## src/rtl/conv_stream_sequencer_pkg.sv

```systemverilog
// Shared definitions for the streaming convolution sequencer: FSM states,
// derived width helpers and flat-vector index helpers for pixels/coefficients.
package conv_seq_pkg;

  typedef enum logic [1:0] {
    ST_IDLE = 2'd0,
    ST_MAC  = 2'd1,
    ST_OUT  = 2'd2,
    ST_DONE = 2'd3
  } state_e;

  // Accumulator width large enough that K*K full-scale products never overflow.
  function automatic int acc_w(input int dw, input int k);
    return 2 * dw + $clog2(k * k);
  endfunction

  // Index register width for a counter spanning 0..n-1.
  function automatic int idx_w(input int n);
    return $clog2(n) + 1;
  endfunction

  // Element number of (row, col) in a row-major packed array with 'cols' columns.
  function automatic int flat_index(input int row, input int col, input int cols);
    return row * cols + col;
  endfunction

endpackage

```

## src/rtl/conv_stream_sequencer_if.sv

```systemverilog
// Result stream of the convolution sequencer: valid/ready handshake plus the
// result value, its raster position and an end-of-frame marker.
interface conv_stream_sequencer_if #(
  parameter int OUT_W = 8,
  parameter int RW    = 2,
  parameter int CW    = 2
);
  logic             out_valid;
  logic             out_ready;
  logic [OUT_W-1:0] out_data;
  logic [RW-1:0]    out_row;
  logic [CW-1:0]    out_col;
  logic             out_last;

  modport master (output out_valid, out_data, out_row, out_col, out_last, input out_ready);
  modport slave  (input out_valid, out_data, out_row, out_col, out_last, output out_ready);
endinterface

```

## src/rtl/conv_stream_sequencer_mac.sv

```systemverilog
// Single multiply-accumulate lane. sum_o is the value the accumulator takes on
// the next enabled edge, so the caller can register a finished result in the
// same cycle as the final product.
module conv_mac_unit #(
  parameter int DW    = 8,
  parameter int ACC_W = 20
) (
  input  logic             clk,
  input  logic             rst_n,
  input  logic             en_i,
  input  logic             clear_first_i,
  input  logic [DW-1:0]    a_i,
  input  logic [DW-1:0]    b_i,
  output logic [ACC_W-1:0] sum_o
);
  logic [2*DW-1:0]  prod_s;
  logic [ACC_W-1:0] acc_q;
  logic [ACC_W-1:0] acc_d;

  // Next accumulator value: restart from the product on the first tap of a window.
  always_comb begin
    prod_s = a_i * b_i;
    if (clear_first_i) begin
      acc_d = ACC_W'(prod_s);
    end else begin
      acc_d = acc_q + ACC_W'(prod_s);
    end
  end

  assign sum_o = acc_d;

  // Accumulator register, advanced only while a window is being summed.
  always_ff @(posedge clk or negedge rst_n) begin
    if (!rst_n) begin
      acc_q <= '0;
    end else if (en_i) begin
      acc_q <= acc_d;
    end
  end
endmodule

```

## src/rtl/conv_stream_sequencer.sv

```systemverilog
// Snapshots an image and a KxK filter, then walks every valid output position
// in raster order, summing one product per cycle and presenting each result on
// a valid/ready stream. Supports convolution (flipped filter) or correlation,
// and either saturating or wrapping output narrowing.
module conv_stream_sequencer
  import conv_seq_pkg::*;
#(
  parameter int DW    = 8,
  parameter int IMG_H = 4,
  parameter int IMG_W = 4,
  parameter int K     = 3,
  parameter int OUT_W = 8,
  parameter int SAT   = 0
) (
  input  logic                      clk,
  input  logic                      rst_n,
  input  logic                      start,
  input  logic                      mode,
  input  logic [IMG_H*IMG_W*DW-1:0] data_in,
  input  logic [K*K*DW-1:0]         filter_in,
  output logic                      busy,
  output logic                      done,
  conv_stream_sequencer_if.master   out_if
);
  localparam int OH    = IMG_H - K + 1;
  localparam int OW    = IMG_W - K + 1;
  localparam int ACC_W = acc_w(DW, K);
  localparam int RW    = idx_w(OH);
  localparam int CW    = idx_w(OW);
  localparam int KW    = idx_w(K);

  state_e                    state_q, state_d;
  logic [IMG_H*IMG_W*DW-1:0] img_q, img_d;
  logic [K*K*DW-1:0]         filt_q, filt_d;
  logic                      mode_q, mode_d;
  logic [RW-1:0]             oy_q, oy_d;
  logic [CW-1:0]             ox_q, ox_d;
  logic [KW-1:0]             kr_q, kr_d;
  logic [KW-1:0]             kc_q, kc_d;
  logic                      busy_q, busy_d;
  logic                      done_q, done_d;
  logic                      valid_q, valid_d;
  logic [OUT_W-1:0]          data_q, data_d;
  logic                      last_q, last_d;

  int                        pix_idx_s;
  int                        coef_idx_s;
  logic [DW-1:0]             pix_s;
  logic [DW-1:0]             coef_s;
  logic                      mac_en_s;
  logic                      mac_clr_s;
  logic [ACC_W-1:0]          mac_sum_s;
  logic [ACC_W+OUT_W-1:0]    sum_ext_s;
  logic [OUT_W-1:0]          narrow_s;

  // Operand fetch: pixel under the current tap and the matching (possibly flipped) coefficient.
  always_comb begin
    pix_idx_s = flat_index(int'(oy_q) + int'(kr_q), int'(ox_q) + int'(kc_q), IMG_W);
    if (mode_q) begin
      coef_idx_s = flat_index(int'(kr_q), int'(kc_q), K);
    end else begin
      coef_idx_s = flat_index(K - 1 - int'(kr_q), K - 1 - int'(kc_q), K);
    end
    pix_s  = img_q[pix_idx_s*DW +: DW];
    coef_s = filt_q[coef_idx_s*DW +: DW];
  end

  conv_mac_unit #(.DW(DW), .ACC_W(ACC_W)) u_mac (
    .clk          (clk),
    .rst_n        (rst_n),
    .en_i         (mac_en_s),
    .clear_first_i(mac_clr_s),
    .a_i          (pix_s),
    .b_i          (coef_s),
    .sum_o        (mac_sum_s)
  );

  // Narrow the finished sum: clamp to all-ones when saturating, else keep low bits.
  always_comb begin
    sum_ext_s = {{OUT_W{1'b0}}, mac_sum_s};
    if ((SAT != 0) && ((sum_ext_s >> OUT_W) != '0)) begin
      narrow_s = {OUT_W{1'b1}};
    end else begin
      narrow_s = sum_ext_s[OUT_W-1:0];
    end
  end

  // Next-state and datapath control for IDLE -> MAC -> OUT -> (MAC | DONE) -> IDLE.
  always_comb begin
    state_d   = state_q;
    img_d     = img_q;
    filt_d    = filt_q;
    mode_d    = mode_q;
    oy_d      = oy_q;
    ox_d      = ox_q;
    kr_d      = kr_q;
    kc_d      = kc_q;
    busy_d    = busy_q;
    done_d    = 1'b0;
    valid_d   = valid_q;
    data_d    = data_q;
    last_d    = last_q;
    mac_en_s  = 1'b0;
    mac_clr_s = 1'b0;
    case (state_q)
      ST_IDLE: begin
        if (start) begin
          img_d   = data_in;
          filt_d  = filter_in;
          mode_d  = mode;
          oy_d    = '0;
          ox_d    = '0;
          kr_d    = '0;
          kc_d    = '0;
          busy_d  = 1'b1;
          state_d = ST_MAC;
        end else begin
          state_d = ST_IDLE;
        end
      end
      ST_MAC: begin
        mac_en_s  = 1'b1;
        mac_clr_s = (kr_q == KW'(0)) && (kc_q == KW'(0));
        if (kc_q == KW'(K - 1)) begin
          kc_d = '0;
          if (kr_q == KW'(K - 1)) begin
            kr_d    = '0;
            valid_d = 1'b1;
            data_d  = narrow_s;
            last_d  = (oy_q == RW'(OH - 1)) && (ox_q == CW'(OW - 1));
            state_d = ST_OUT;
          end else begin
            kr_d = kr_q + KW'(1);
          end
        end else begin
          kc_d = kc_q + KW'(1);
        end
      end
      ST_OUT: begin
        if (out_if.out_ready) begin
          valid_d = 1'b0;
          last_d  = 1'b0;
          if (last_q) begin
            busy_d  = 1'b0;
            done_d  = 1'b1;
            state_d = ST_DONE;
          end else begin
            if (ox_q == CW'(OW - 1)) begin
              ox_d = '0;
              oy_d = oy_q + RW'(1);
            end else begin
              ox_d = ox_q + CW'(1);
            end
            state_d = ST_MAC;
          end
        end else begin
          state_d = ST_OUT;
        end
      end
      ST_DONE: begin
        state_d = ST_IDLE;
      end
      default: begin
        state_d = ST_IDLE;
      end
    endcase
  end

  // State, snapshot, index and output registers; reset discards any run in progress.
  always_ff @(posedge clk or negedge rst_n) begin
    if (!rst_n) begin
      state_q <= ST_IDLE;
      img_q   <= '0;
      filt_q  <= '0;
      mode_q  <= 1'b0;
      oy_q    <= '0;
      ox_q    <= '0;
      kr_q    <= '0;
      kc_q    <= '0;
      busy_q  <= 1'b0;
      done_q  <= 1'b0;
      valid_q <= 1'b0;
      data_q  <= '0;
      last_q  <= 1'b0;
    end else begin
      state_q <= state_d;
      img_q   <= img_d;
      filt_q  <= filt_d;
      mode_q  <= mode_d;
      oy_q    <= oy_d;
      ox_q    <= ox_d;
      kr_q    <= kr_d;
      kc_q    <= kc_d;
      busy_q  <= busy_d;
      done_q  <= done_d;
      valid_q <= valid_d;
      data_q  <= data_d;
      last_q  <= last_d;
    end
  end

  assign busy             = busy_q;
  assign done             = done_q;
  assign out_if.out_valid = valid_q;
  assign out_if.out_data  = data_q;
  assign out_if.out_row   = oy_q;
  assign out_if.out_col   = ox_q;
  assign out_if.out_last  = last_q;
endmodule
```

## src/flat_wrapper.sv

```systemverilog
// flat-port wrapper written by rule: the top's interface ports become plain ports
module conv_stream_sequencer_flat import conv_seq_pkg::*;
#(
  parameter int DW    = 8,
  parameter int IMG_H = 4,
  parameter int IMG_W = 4,
  parameter int K     = 3,
  parameter int OUT_W = 8,
  parameter int SAT   = 0
)
  (clk, rst_n, start, mode, data_in, filter_in, busy, done, out_if_out_valid, out_if_out_data, out_if_out_row, out_if_out_col, out_if_out_last, out_if_out_ready);
  conv_stream_sequencer_if #(.OUT_W(OUT_W)) out_if_i ();
  input  logic clk;
  input  logic rst_n;
  input  logic start;
  input  logic mode;
  input  logic [IMG_H*IMG_W*DW-1:0] data_in;
  input  logic [K*K*DW-1:0] filter_in;
  output logic busy;
  output logic done;
  output wire logic [$bits(out_if_i.out_valid)-1:0] out_if_out_valid;
  output wire logic [$bits(out_if_i.out_data)-1:0] out_if_out_data;
  output wire logic [$bits(out_if_i.out_row)-1:0] out_if_out_row;
  output wire logic [$bits(out_if_i.out_col)-1:0] out_if_out_col;
  output wire logic [$bits(out_if_i.out_last)-1:0] out_if_out_last;
  input wire logic [$bits(out_if_i.out_ready)-1:0] out_if_out_ready;
  assign out_if_out_valid = out_if_i.out_valid;
  assign out_if_out_data = out_if_i.out_data;
  assign out_if_out_row = out_if_i.out_row;
  assign out_if_out_col = out_if_i.out_col;
  assign out_if_out_last = out_if_i.out_last;
  assign out_if_i.out_ready = out_if_out_ready;
  conv_stream_sequencer #(.DW(DW), .IMG_H(IMG_H), .IMG_W(IMG_W), .K(K), .OUT_W(OUT_W), .SAT(SAT)) u_core (.clk(clk), .rst_n(rst_n), .start(start), .mode(mode), .data_in(data_in), .filter_in(filter_in), .busy(busy), .done(done), .out_if(out_if_i));
endmodule
```

## config.mk

```make
export PLATFORM = sky130hd
export DESIGN_NAME = conv_stream_sequencer_flat
export DESIGN_NICKNAME = d
export VERILOG_FILES = /design/src/rtl/conv_stream_sequencer_pkg.sv /design/src/rtl/conv_stream_sequencer_if.sv /design/src/rtl/conv_stream_sequencer_mac.sv /design/src/rtl/conv_stream_sequencer.sv /design/src/flat_wrapper.sv
export SDC_FILE = /design/constraint.sdc
export NUM_CORES = 1
export LEC_CHECK = 0
export CORE_MARGIN = 3
export CORE_UTILIZATION = 24
export CTS_BUF_LIST = sky130_fd_sc_hd__clkbuf_4 sky130_fd_sc_hd__clkbuf_8
export CTS_CLUSTER_SIZE = 10
export DETAILED_ROUTE_END_ITERATION = 8
export GPL_TIMING_DRIVEN = 0
export PLACE_DENSITY = 0.47
export SYNTH_ARGS = -nofsm -noshare
export SYNTH_HDL_FRONTEND = slang
export SYNTH_SLANG_ARGS = --single-unit
export TNS_END_PERCENT = 20
```

## constraint.sdc

```tcl
create_clock -name clk -period 16.8 [get_ports clk]
set_clock_uncertainty 0.15 [all_clocks]
set_input_delay 4.2 -clock clk [delete_from_list [all_inputs] [get_ports clk]]
set_output_delay 4.2 -clock clk [all_outputs]
set_load 0.01 [all_outputs]
```

==> reports/metrics.cfg <==
[status]
status=finished clean

[die]
rows=83
die_area_sq_um=56100
ios=221
die_h_microns=237
start_util=0.246
core-area_sq_um=52000
die_w_microns=237

[sta]
max_freq_mhz=116
finalMaxSlewViolations=0
worstMarginPinSlew_ps=1370
hold_violations=0
period_needed_ps=8650
setup_viol=0
relSlewSlack=0.0662
rsz0062_at_grt=false
tns_ps=0
final.period_utilization=0.515

[synthesis]
synthArstFlopShare=1.00
synth_edf_count=0
synth_top_area_frac=0.456
synth_area_leaders=dfrtp_1 46%, mux2_2 18%, mux4_2 5.5%
syn-instance-count=941
yosysTopAreaCell=dfrtp_1
ys.warnings.count=0
ys_types=63
synthFlopType=dfrtp_1
synth.most_common_cell=dfrtp_1
seq_area_frac_synth=0.456
synth_fp_nets=1218
avgSynthCellArea_sq_um=13.6
syn-cell-area_sq_um=12800
ys_seq_elements=233
synth_common_cells=233 x dfrtp_1, 205 x mux2_2, 53 x inv_1, 51 x ha_1, 41 x nand2_1

[cts]
cts_tree=yes
numCtsBuffers=46
htreeDepth=2
clk_latency_ps=610
clock_sinks=233
ctsHoldBuffers=0
cts_resized=0
postCtsSetupRepairBufs=0
cts.path.max_buffers=3
cts-root-buf=clkbuf_8
clkTransAtPathRegs_ps=50

[finish]
seqCellArea_sq_um=5830
drive_gt1_frac=0.284
multiInputGateArea_sq_um=6400
instances_no_fill=1930
final_area_sq_um=16900
n_fill_cell=5178
final_nets=1488
fin_util=0.325
syn2layout_area_growth_pct=32.2

[routing]
dr_total_vias=8541
viasPerCell=4.43
drtIter0Drc=309
wl_per_cell_microns=20.0
dr.pass1.iters=4
ant_nets=0
drc=0
wl_microns=38700

[global_route]
grt_pass1_vias=9346
track_usage=0.138
gr-total-overflow=0
grt_pass1_wl_microns=58600
grt_max_degree=100
antenna_found_initial=16

[worst_setup_path]
worstSetupPathType=reg -> reg
startpoint_type=flip-flop
crit_slowest_cell=dfrtp_1
path_max_fanout=10
slowest_delay_ps=570
crit_path_frequent_cell=fa_1
required_ps=17130
arrival_ps=8980
endpoint_kind=flip-flop

[min_path]
hold_class=reg -> reg

[place]
gp_congestion=0.784
dp.cells=1843
io_buffer_count=220
hpwlAfterDp_microns=29200
placed_cell_area_sq_um=15900

[job]
drv_cap=0

[stage by stage]
step / hold WS, ps / setup WS (ps)
after global routing: 354 / 7660
after floorplan: 304 / 9060
after global placement: 315 / 563
after detailed placement: 324 / 8130
after CTS: 337 / 8100
final: 328 / 8150
[layer usage]
metal / GRT usage / share of wire
met3: 0.0417 / 0.064
met1: 0.171 / 0.42
met5: 0 / 0.0036
met2: 0.232 / 0.49
met4: 0.0387 / 0.019
[worst paths after layout]
path / startpoint / to / slack, ps / cells after the start
worst max-delay path: u_core.kr_q[1] / u_core.u_mac.acc_q[7] / 8150 / 27
worst min-delay path: u_core.out_if.out_data[7] / u_core.out_if.out_data[7] / 330 / 2
worst max register to register: u_core.kr_q[1] / u_core.u_mac.acc_q[7] / 8150 / 27
worst min register to register: u_core.out_if.out_data[7] / u_core.out_if.out_data[7] / 330 / 2
max in group asynchronous: rst_n / u_core.out_if.out_data[2] / 12330 / 2
min in group asynchronous: rst_n / u_core.img_q[82] / 3330 / 1
[logic make-up (layout without fill, tap and decap cells)]
group                      Yosys count  count (layout)  share of synthesized area
muxes                              278             278                      0.294
DFF                                233             233                      0.456
and+or+nand+nor                    124             124                     0.0470
AOI/OAI and AO/OA                  103             103                     0.0528
buffers and inverters              101             404                     0.0431
adders and majority gates           72              72                     0.0828
xor gates and xnor gates            30              30                     0.0238
other                                0               6                          0
[area by class of cell]
cell class / count / share of cell area
Multi-Input combinational cell: 607 / 0.379
Sequential cell: 233 / 0.345
Timing Repair Buffer: 222 / 0.134
Clock buffer: 72 / 0.0520
Tap cell: 680 / 0.0503
Buffer: 47 / 0.0206
Inverter: 54 / 0.0120
Clock inverter: 9 / 0.00674
Antenna cell: 6 / 0.000888
[cells in the final DEF (no fill, tap or decap), types with 18 or more instances in the layout]
master           netlist  layout
o21ai_0               29      29
clkbuf_4               0      18
a21oi_1               27      27
xnor2_1               18      18
mux4_1                20      20
nand2_1               41      41
fa_1                  21      21
clkbuf_1              27      27
ha_1                  51      51
mux2i_1               21      21
mux2_2               205     205
nor2_1                33      33
dfrtp_1              233     233
clkbuf_8               8      62
inv_1                 53      53
clkdlybuf4s50_1        0     219
mux4_2                31      31
[sequential cells by signal, indices dropped and copies added, names as in the netlist]
signal	cells
u_core.busy	1
u_core.done	1
u_core.filt_q	72
u_core.img_q	128
u_core.kc_q	3
u_core.kr_q	3
u_core.mode_q	1
u_core.out_if.out_col	2
u_core.out_if.out_data	8
u_core.out_if.out_last	1
u_core.out_if.out_row	2
u_core.out_if.out_valid	1
u_core.state_q	2
u_core.u_mac.acc_q	8
[worst max-delay path: cells and delay by family, from the launching register on]
family                     cells  cell delay (ps)
AOI/OAI and AO/OA              4              750
adders and majority gates     10             4030
buffers and inverters          4              440
xor gates and xnor gates       3              910
and+or+nand+nor                3              630
DFF                            1              570
muxes                          3             1020
Power is not shown: default switching activity piles up to over one toggle a cycle in this logic, so the estimate is an artifact.
